File: config.mk
export PLATFORM = sky130hd
export DESIGN_NAME = ar_4kb_splitter
export DESIGN_NICKNAME = d
export VERILOG_FILES = /design/src/rtl/ar_4kb_splitter.sv
export SDC_FILE = /design/constraint.sdc
export NUM_CORES = 1
export LEC_CHECK = 0
export CORE_AREA = 2 2 124 126
export CTS_CLUSTER_DIAMETER = 40
export DETAILED_ROUTE_END_ITERATION = 7
export DIE_AREA = 0 0 126 128
export GPL_ROUTABILITY_DRIVEN = 0
export PLACE_DENSITY = 0.84
export SYNTH_ARGS = -nofsm -noshare
export SYNTH_HDL_FRONTEND = slang
export SYNTH_SLANG_ARGS = --single-unit
export TNS_END_PERCENT = 30
File: constraint.sdc
create_clock -name ACLK_i -period 3.5 [get_ports ACLK_i]
set_input_delay 0.7 -clock ACLK_i [delete_from_list [all_inputs] [get_ports ACLK_i]]
set_output_delay 0.7 -clock ACLK_i [all_outputs]
set_load 0.01 [all_outputs]
File: src/rtl/ar_4kb_splitter.sv
// AR-channel 4KB boundary splitter: an INCR read that crosses a 4KB page goes downstream as two bursts,
// and the RLAST of the first part is hidden from the master. Optional macro AR_4KB_SPLIT_CNT_EN adds split_cnt_o.
module ar_4kb_splitter #(
  parameter int unsigned ADDR_WIDTH  = 32,
  parameter int unsigned LEN_WIDTH   = 8,
  parameter int unsigned SIZE_WIDTH  = 3,
  parameter int unsigned ID_WIDTH    = 4,
  parameter int unsigned DATA_WIDTH  = 32,
  parameter int unsigned OUTST_DEPTH = 4
) (
  input  logic                  ACLK_i,
  input  logic                  ARESETn_i,
  // upstream AR
  input  logic [ID_WIDTH-1:0]   ARID_i,
  input  logic [ADDR_WIDTH-1:0] ARADDR_i,
  input  logic [LEN_WIDTH-1:0]  ARLEN_i,
  input  logic [SIZE_WIDTH-1:0] ARSIZE_i,
  input  logic [1:0]            ARBURST_i,
  input  logic                  ARVALID_i,
  output logic                  ARREADY_o,
  // downstream AR
  output logic [ID_WIDTH-1:0]   ARID_o,
  output logic [ADDR_WIDTH-1:0] ARADDR_o,
  output logic [LEN_WIDTH-1:0]  ARLEN_o,
  output logic [SIZE_WIDTH-1:0] ARSIZE_o,
  output logic [1:0]            ARBURST_o,
  output logic                  ARVALID_o,
  input  logic                  ARREADY_i,
  // downstream R
  input  logic [ID_WIDTH-1:0]   RID_i,
  input  logic [DATA_WIDTH-1:0] RDATA_i,
  input  logic [1:0]            RRESP_i,
  input  logic                  RLAST_i,
  input  logic                  RVALID_i,
  output logic                  RREADY_o,
  // upstream R
  output logic [ID_WIDTH-1:0]   RID_o,
  output logic [DATA_WIDTH-1:0] RDATA_o,
  output logic [1:0]            RRESP_o,
  output logic                  RLAST_o,
  output logic                  RVALID_o,
  input  logic                  RREADY_i
`ifdef AR_4KB_SPLIT_CNT_EN
  ,
  output logic [15:0]           split_cnt_o
`endif
);

  // Beat arithmetic must hold both 4096 and ARLEN+1
  localparam int unsigned CW   = ((LEN_WIDTH + 1) > 13) ? (LEN_WIDTH + 1) : 13;
  localparam int unsigned PW   = (OUTST_DEPTH > 1) ? $clog2(OUTST_DEPTH) : 1;
  localparam int unsigned CNTW = PW + 1;
  localparam int unsigned HW   = ADDR_WIDTH - 12;
  localparam logic [1:0]  BURST_INCR = 2'b01;

  typedef enum logic [1:0] {
    IDLE        = 2'd0,
    SEND_FIRST  = 2'd1,
    SEND_SECOND = 2'd2
  } state_t;

  state_t state_q, state_d;

  logic                  arready_q, arready_d;
  logic                  cross_q;
  logic [ADDR_WIDTH-1:0] addr2_q;
  logic [LEN_WIDTH-1:0]  len2_q;

  logic [11:0]           a_low;
  logic [CW-1:0]         beats_to_bnd;
  logic [CW-1:0]         len_p1;
  logic                  cross_c;
  logic [LEN_WIDTH-1:0]  len1_c;
  logic [LEN_WIDTH-1:0]  len2_c;
  logic [ADDR_WIDTH-1:0] addr2_c;

  logic [OUTST_DEPTH-1:0] flag_q;
  logic [PW-1:0]          wr_ptr_q, rd_ptr_q;
  logic [CNTW-1:0]        count_q, count_d;
  logic                   first_done_q;
  logic                   fifo_empty;
  logic                   head_cross;

  logic push;
  logic pop;
  logic load_second;
  logic r_last_hs;
  logic suppress;

  // Split computation on the upstream request, using the size-aligned start address
  always_comb begin
    a_low        = ARADDR_i[11:0] & (12'hFFF << ARSIZE_i);
    beats_to_bnd = CW'((13'h1000 - {1'b0, a_low}) >> ARSIZE_i);
    len_p1       = CW'(ARLEN_i) + CW'(1);
    cross_c      = (ARBURST_i == BURST_INCR) && (len_p1 > beats_to_bnd);
    len1_c       = LEN_WIDTH'(beats_to_bnd - CW'(1));
    len2_c       = LEN_WIDTH'(CW'(ARLEN_i) - beats_to_bnd);
    addr2_c      = {ARADDR_i[ADDR_WIDTH-1:12] + HW'(1), 12'h000};
  end

  // Read path is a pass-through except for the hidden first-part RLAST
  assign fifo_empty = (count_q == '0);
  assign head_cross = flag_q[rd_ptr_q];
  assign r_last_hs  = RVALID_i && RREADY_i && RLAST_i;
  assign suppress   = !fifo_empty && head_cross && !first_done_q;
  assign pop        = r_last_hs && !fifo_empty && !suppress;

  assign RVALID_o = RVALID_i;
  assign RREADY_o = RREADY_i;
  assign RID_o    = RID_i;
  assign RDATA_o  = RDATA_i;
  assign RRESP_o  = RRESP_i;
  assign RLAST_o  = RLAST_i && !suppress;

  assign ARREADY_o = arready_q;

  // Next-state and strobes
  always_comb begin
    state_d     = state_q;
    push        = 1'b0;
    load_second = 1'b0;
    unique case (state_q)
      IDLE: begin
        if (ARVALID_i && arready_q) begin
          push    = 1'b1;
          state_d = SEND_FIRST;
        end
      end
      SEND_FIRST: begin
        if (ARREADY_i) begin
          load_second = cross_q;
          state_d     = cross_q ? SEND_SECOND : IDLE;
        end
      end
      SEND_SECOND: begin
        if (ARREADY_i) state_d = IDLE;
      end
      default: state_d = IDLE;
    endcase
    count_d   = count_q + CNTW'(push) - CNTW'(pop);
    arready_d = (state_d == IDLE) && (count_d < CNTW'(OUTST_DEPTH));
  end

  // State and registered AR outputs
  always_ff @(posedge ACLK_i or negedge ARESETn_i) begin
    if (!ARESETn_i) begin
      state_q   <= IDLE;
      arready_q <= 1'b0;
      ARVALID_o <= 1'b0;
      ARID_o    <= '0;
      ARADDR_o  <= '0;
      ARLEN_o   <= '0;
      ARSIZE_o  <= '0;
      ARBURST_o <= '0;
      cross_q   <= 1'b0;
      addr2_q   <= '0;
      len2_q    <= '0;
    end else begin
      state_q   <= state_d;
      arready_q <= arready_d;
      ARVALID_o <= (state_d != IDLE);
      if (push) begin
        ARID_o    <= ARID_i;
        ARADDR_o  <= ARADDR_i;
        ARLEN_o   <= cross_c ? len1_c : ARLEN_i;
        ARSIZE_o  <= ARSIZE_i;
        ARBURST_o <= ARBURST_i;
        cross_q   <= cross_c;
        addr2_q   <= addr2_c;
        len2_q    <= len2_c;
      end else if (load_second) begin
        ARADDR_o <= addr2_q;
        ARLEN_o  <= len2_q;
      end
    end
  end

  // In-order split-flag FIFO plus the "first part already ended" marker for the head entry
  always_ff @(posedge ACLK_i or negedge ARESETn_i) begin
    if (!ARESETn_i) begin
      flag_q       <= '0;
      wr_ptr_q     <= '0;
      rd_ptr_q     <= '0;
      count_q      <= '0;
      first_done_q <= 1'b0;
    end else begin
      count_q <= count_d;
      if (push) begin
        flag_q[wr_ptr_q] <= cross_c;
        wr_ptr_q         <= wr_ptr_q + PW'(1);
      end
      if (pop) begin
        rd_ptr_q     <= rd_ptr_q + PW'(1);
        first_done_q <= 1'b0;
      end else if (r_last_hs && suppress) begin
        first_done_q <= 1'b1;
      end
    end
  end

`ifdef AR_4KB_SPLIT_CNT_EN
  // Saturating count of requests that were split
  always_ff @(posedge ACLK_i or negedge ARESETn_i) begin
    if (!ARESETn_i) begin
      split_cnt_o <= '0;
    end else if (load_second && (split_cnt_o != 16'hFFFF)) begin
      split_cnt_o <= split_cnt_o + 16'd1;
    end
  end
`endif

endmodule
# --- Word level (Yosys, flattened, before mapping) ---
# Index checks and enable logic that the tools add are counted.
word_totals:
  regBits: 94
  latch_bits: 0
  ram_bits: 0
  rom_bits: 0
  input_bits: 94
  word_cells: 78
  mem_count: 0
op_classes:
  add_sub_neg: 9
  multipliers: 0
  div: 0
  order_cmp: 5
  n_eq_ne: 3
  shift: 2
  n_mux: 21
  bitwise: 1
  n_reduce_logical: 21
op_table:
  columns: ["op", "n"]
  rows:
  - ["2-to-1 mux 32 bit", 2]
  - ["2-to-1 mux 8 bit", 3]
  - ["adder 20 x 1 -> 20 bit, second input constant", 1]
  - ["> comparator 9 x 13 -> 1 bit", 1]
  - ["right shift 13 x 3 -> 13 bit", 1]
  - ["subtractor 13 x 12 -> 13 bit, first input constant", 1]
  - ["AND 12 bit", 1]
  - ["logical AND 1 bit", 12]
  - ["<< shifter 12 x 3 -> 12 bit, first input constant", 1]
  - ["adder 8 x 1 -> 9 bit, second input constant", 1]
  - ["2-to-1 mux 1 bit", 8]
  - ["2-to-1 mux 2 bit", 4]
  - ["subtractor 8 x 1 -> 8 bit, second input constant", 1]
  - ["subtractor 8 bit", 1]
  - ["< comparator 2 x 3 -> 1 bit, second input constant", 2]
  - ["one-hot mux 2 bit (3 select lines)", 1]
  - ["nonzero test 2 bit", 3]
  - ["adder 2 x 1 -> 2 bit, second input constant", 2]
  - ["bitwise mux 4 bit", 1]
  - ["equality test 2 x 1 -> 1 bit, second input constant", 2]
  - ["zero test 2 bit", 2]
  - ["adder 3 x 1 -> 3 bit", 1]
  - ["zero test 1 bit", 3]
  - ["zero test 3 bit", 1]
  - ["6 further kinds", 6]

# --- Logic depth before layout (Yosys ltp) ---
# Gate-level depths: netlist (run 1).
logic_depth:
  ltp_word: 9
  ltp_mapped: 22
  depth_no_buf: 18

# --- Least setup slack after synthesis (run 1) ---
# OpenSTA, ideal clock, no wires.
synth_path:
  kind: "input -> register"
  startpoint: "input ARSIZE_i[1]"
  endpoint: "register ARLEN_o[2]"
  t_arrival_ns: 4.951
  slack_ns: -1.577
  cell_stages: 21
  n_path_buf: 4
  cell_sequence: "buf_4 > inv_1 > clkbuf_1 > clkbuf_1 > nand3_1 > ha_1 > o21ai_2 > nor4_4 > xnor2_1 > a21oi_1 > and3_1 > nor3_1 > inv_1 > ha_1 > and4_1 > nand2_1 > or4b_1 > a221oi_4 > buf_6 > nand3_1 > o311a_1"
synth_between:
  elab_chain_len: 8
  elab_cells_between_ends: 9
  cone_classes: "add/sub (2); order compare (1); shift (2); mux (2); bitwise (1); reduce/logical (1)"
synth_rtl:
  columns: ["item", "line_no", "text"]
  rows:
  - ["start, declared", "17", "input logic [SIZE_WIDTH-1:0] ARSIZE_i,"]
  - ["<< shifter 12 x 3 -> 12 bit", "92", "a_low = ARADDR_i[11:0] & (12'hFFF << ARSIZE_i);"]
  - ["AND 12 bit", "92", null]
  - ["subtractor 13 x 12 -> 13 bit", "93", "beats_to_bnd = CW'((13'h1000 - {1'b0, a_low}) >> ARSIZE_i);"]
  - ["right shift 13 x 3 -> 13 bit *", "93", null]
  - ["> comparator 9 x 13 -> 1 bit", "95", "cross_c = (ARBURST_i == BURST_INCR) && (len_p1 > beats_to_bnd);"]
  - ["logical AND 1 bit", "95", null]
  - ["2-to-1 mux 8 bit *", "165", "ARLEN_o <= cross_c ? len1_c : ARLEN_i;"]
  - ["2-to-1 mux 8 bit *", "162", "if (push) begin"]
  - ["end signal, assigned", "165", null]
  - ["end signal, assigned", "173", "ARLEN_o <= len2_q;"]
  - ["end, declared", "24", "output logic [LEN_WIDTH-1:0] ARLEN_o,"]
# Mark *: on every way between the ends. The rest lies on a longest branch, timed or not.
# A chain may end at the register's enable or synchronous reset.

# --- Worst setup path in the final report (run 1) ---
layout_path:
  startpoint: "input ARSIZE_i[2]"
  endpoint: "register ARLEN_o[4]"
# The elaborated chain is that of the path after synthesis.

==> insert_results.sql, run 1 <==
INSERT INTO impl_metrics (metric_group, metric, value, unit) VALUES
('critical_path', 'cp-end-kind', 'flip-flop', ''),
('synthesis', 'post_synth_instance_area', '6507', 'um^2'),
('cts', 'clkSlewWorstSetupHoldPaths', '70', 'ps'),
('sta', 'timing.final.setup_violations', '19', ''),
('cts', 'cts_tree', 'built', ''),
('drt', 'routed-via-count', '6288', ''),
('sta', 'maxSlewViolCount', '0', ''),
('cts', 'root_buffer', 'clkbuf_16', ''),
('run_status', 'failed_checks', 'negative setup slack', ''),
('run_status', 'outcome', 'finished, violations left', ''),
('sta', 'timing.clock.skew', '9.878', 'ps'),
('synthesis', 'post-synth-top-area-cell', 'dfrtp_1', ''),
('grt', 'combined_global_route_utilization_of_all_metal_layers', '0.2359', ''),
('cts', 'cts_max_level', '3', ''),
('cells_and_area', 'layout.cells.non_filler', '1116', ''),
('drt', 'wl', '19800', 'um'),
('grt', 'maximum_number_of_pins_on_one_net_before_global_route_repair', '86', ''),
('synthesis', 'sequential_fraction_of_the_synthesis_area', '0.3615', ''),
('floorplanning', 'full_die_area', '16130', 'um^2'),
('place', 'placement.setup.worst_slack', '-1562', 'ps'),
('synthesis', 'yosysWarnings', '0', ''),
('sta', 'layout_min_cycle_time', '4184', 'ps'),
('sta', 'tightestPinTransition', '888.0', 'ps'),
('floorplanning', 'core_box_area', '14860', 'um^2'),
('critical_path', 'worst-endpoint-arrival', '4380', 'ps'),
('floorplanning', 'floorplan.io_pins', '186', ''),
('drt', 'antenna_left', '0', ''),
('synthesis', 'synthDominantCellAreaShare', '0.3615', ''),
('synthesis', 'yosys_register_bits', '94', ''),
('min_path', 'holdCritPathClass', 'in2async', ''),
('critical_path', 'worstPathRequired', '3700', 'ps'),
('cells_and_area', 'final_layout_fill_cell_count', '1126', ''),
('synthesis', 'asyncSetResetFlopFracSynth', '1.000', ''),
('synthesis', 'avgSynthCellArea', '8.939', 'um^2'),
('place', 'dp_hpwl', '13030', 'um'),
('drt', 'drc', '0', ''),
('grt', 'grt.overflow.total', '0', ''),
('job', 'cap_violations', '0', ''),
('pwr', 'p_total', '0.005603', 'W'),
('grt', 'first_global_vias', '6278', ''),
('cts', 'cts_made_buffers', '9', ''),
('cells_and_area', 'num_antenna_cells', '0', ''),
('synthesis', 'count_leader_synth', 'nand2_1', ''),
('synthesis', 'synth_edf_count', '0', ''),
('cts', 'clk_latency', '340', 'ps'),
('critical_path', 'critPathMaxFanout', '8', ''),
('cells_and_area', 'layout.nets', '1042', ''),
('synthesis', 'synth_commonest_cells', '119 x nand2_1, 94 x dfrtp_1, 58 x o21ai_0', ''),
('drt', 'detailed_routing_iteration_count_for_the_pre_antenna_repair_pass', '5', ''),
('cells_and_area', 'drive_above_1_share', '0.3017', ''),
('drt', 'routed_via_density', '5.634', ''),
('critical_path', 'critical-path-max-stage-delay', '500', 'ps'),
('pwr', 'power_density', '593.7', 'nW/um^2'),
('pwr', 'static-leakage-power', '4.334', 'nW'),
('cts', 'cts_max_path_buffers', '2', ''),
('sta', 'final.setup.worst_slack', '-684.5', 'ps'),
('drt', 'avgRoutedWirePerCell', '17.74', 'um'),
('cells_and_area', 'areaGrowthSynthToFinish', '45.03', '%'),
('sta', 'timing.slew.headroom', '0.4080', ''),
('critical_path', 'timing.critical_path.max_delay_family', 'simple AND/OR/NAND/NOR gates', ''),
('sta', 'min_period_over_period', '1.196', ''),
('sta', 'rsz0062_at_grt', 'yes', ''),
('place', 'post-place-cells', '1062', ''),
('sta', 'max_clock_freq', '239.0', 'MHz'),
('drt', 'detail_route.iter0.violations', '565', ''),
('critical_path', 'path_class', 'in2reg', ''),
('synthesis', 'ys.flop_type', 'dfrtp_1', ''),
('floorplanning', 'initial_cell_density_of_the_core', '0.4378', ''),
('floorplanning', 'core.rowCount', '45', ''),
('critical_path', 'critPathLaunchType', 'input port', ''),
('grt', 'antenna_found_initial', '0', '');
cells in the final DEF, fill, tap and decap left out, types with 6 or more instances in the layout:
master / instances
a21oi_1: 13
a21o_1: 6
a22o_1: 9
o21ai_1: 6
buf_4: 147
xor2_1: 15
nor2_1: 27
nor3_1: 10
nand2_1: 116
clkdlybuf4s50_1: 95
ha_1: 16
inv_1: 27
mux2i_1: 30
o31ai_1: 6
o21ai_0: 53
a31oi_1: 9
clkbuf_16: 9
dfrtp_1: 94
xnor2_1: 36
buf_6: 10
nand3_1: 14
nand4_1: 9
mux2_2: 10
ha_4: 6
kinds of logic (layout without fill, tap and decap cells):
logic type               count (synthesis)  after routing  share of synthesized area
AND/OR/NAND/NOR                        234            234                     0.1711
AO/OA/AOI/OAI                          161            161                     0.1748
buffers and inverters                  114            314                    0.09229
flip-flops                              94             94                     0.3615
XOR/XNOR                                55             55                    0.07402
multiplexers                            44             44                    0.07441
adder cells (fa/ha/maj)                 26             26                    0.05191
where the power goes:
group          leakage [nW]  total [W]  switching, W  internal [W]
logic                  2.99    0.00249       0.00118       0.00131
clock network         0.180    0.00122      0.000441      0.000775
registers              1.17    0.00189      0.000301       0.00159
routing by layer:
metal / up-vias / GRT usage / share of wire
li1: 2913 / - / -
met1: 3064 / 0.2921 / 0.41
met2: 254 / 0.4124 / 0.51
met3: 57 / 0.03548 / 0.056
met4: 0 / 0.09825 / 0.030
met5: - / 0 / 0
metrics by stage:
step / utilization / setup TNS, ps / hold WS (ps) / instance area [um^2]
floorplan: - / -15100 / 404.4 / 6640
global placement: 0.5615 / -24790 / 457.2 / 8347
detailed placement: 0.5615 / -27050 / 468.0 / 8347
CTS: 0.6144 / -10090 / 483.3 / 9133
global route: 0.6349 / -13600 / 514.1 / 9438
finish: 0.6349 / -11060 / 478.1 / 9438
repair_timing:
| item | 4_1_cts | 5_1_grt |
|---|---|---|
| hold endpoints to repair | 0 | 0 |
| hold buffers | 0 | 0 |
| resized for setup | 84 | 56 |
| endpoints found under the setup margin | 20 | 19 |
| pin swaps | 32 | 37 |
| setup buffers | 25 | 14 |
| cloned | 1 | 0 |
cell type report:
class,instances,area [um^2],area share
Inverter,30,112.6,0.01193
Timing Repair Buffer,268,2372,0.2514
Tap cell,188,235.2,0.02492
Sequential cell,94,2352,0.2492
Clock inverter,7,142.6,0.01511
Clock buffer,9,225.2,0.02386
Multi-Input combinational cell,520,3998,0.4236
path summary, 6_finish.rpt:
path	depth (start not counted)	start	slack (ps)	endpoint
max in group asynchronous	2	ARESETn_i	2290	addr2_q[19]$_DFFE_PN0P_
worst min-delay path	1	ARESETn_i	480	count_q[1]$_DFF_PN0_
worst max-delay path	19	ARSIZE_i[2]	-680	ARLEN_o[4]$_DFFE_PN0P_
worst max register to register	10	rd_ptr_q[0]$_DFFE_PN0P_	780	ARREADY_o$_DFF_PN0_
min in group ACLK_i	2	len2_q[0]$_DFFE_PN0P_	480	len2_q[0]$_DFFE_PN0P_
worst min register to register	2	len2_q[0]$_DFFE_PN0P_	480	len2_q[0]$_DFFE_PN0P_
flip-flops by register name, summed over array words and instances (netlist names):
name	flops
ARADDR_o	32
addr2_q	20
ARLEN_o	8
len2_q	8
ARID_o	4
flag_q	4
ARSIZE_o	3
count_q	3
ARBURST_o	2
rd_ptr_q	2
state_q	2
wr_ptr_q	2
ARREADY_o	1
ARVALID_o	1
cross_q	1
first_done_q	1
No activity file was read; power rests on OpenSTA's default activity.
==> run 2: changes to the inputs <==
- CTS_CLUSTER_SIZE: default -> 8
==> results of run 2 <==
No change in the layout: final DEF, timing and power equal those of run 1.
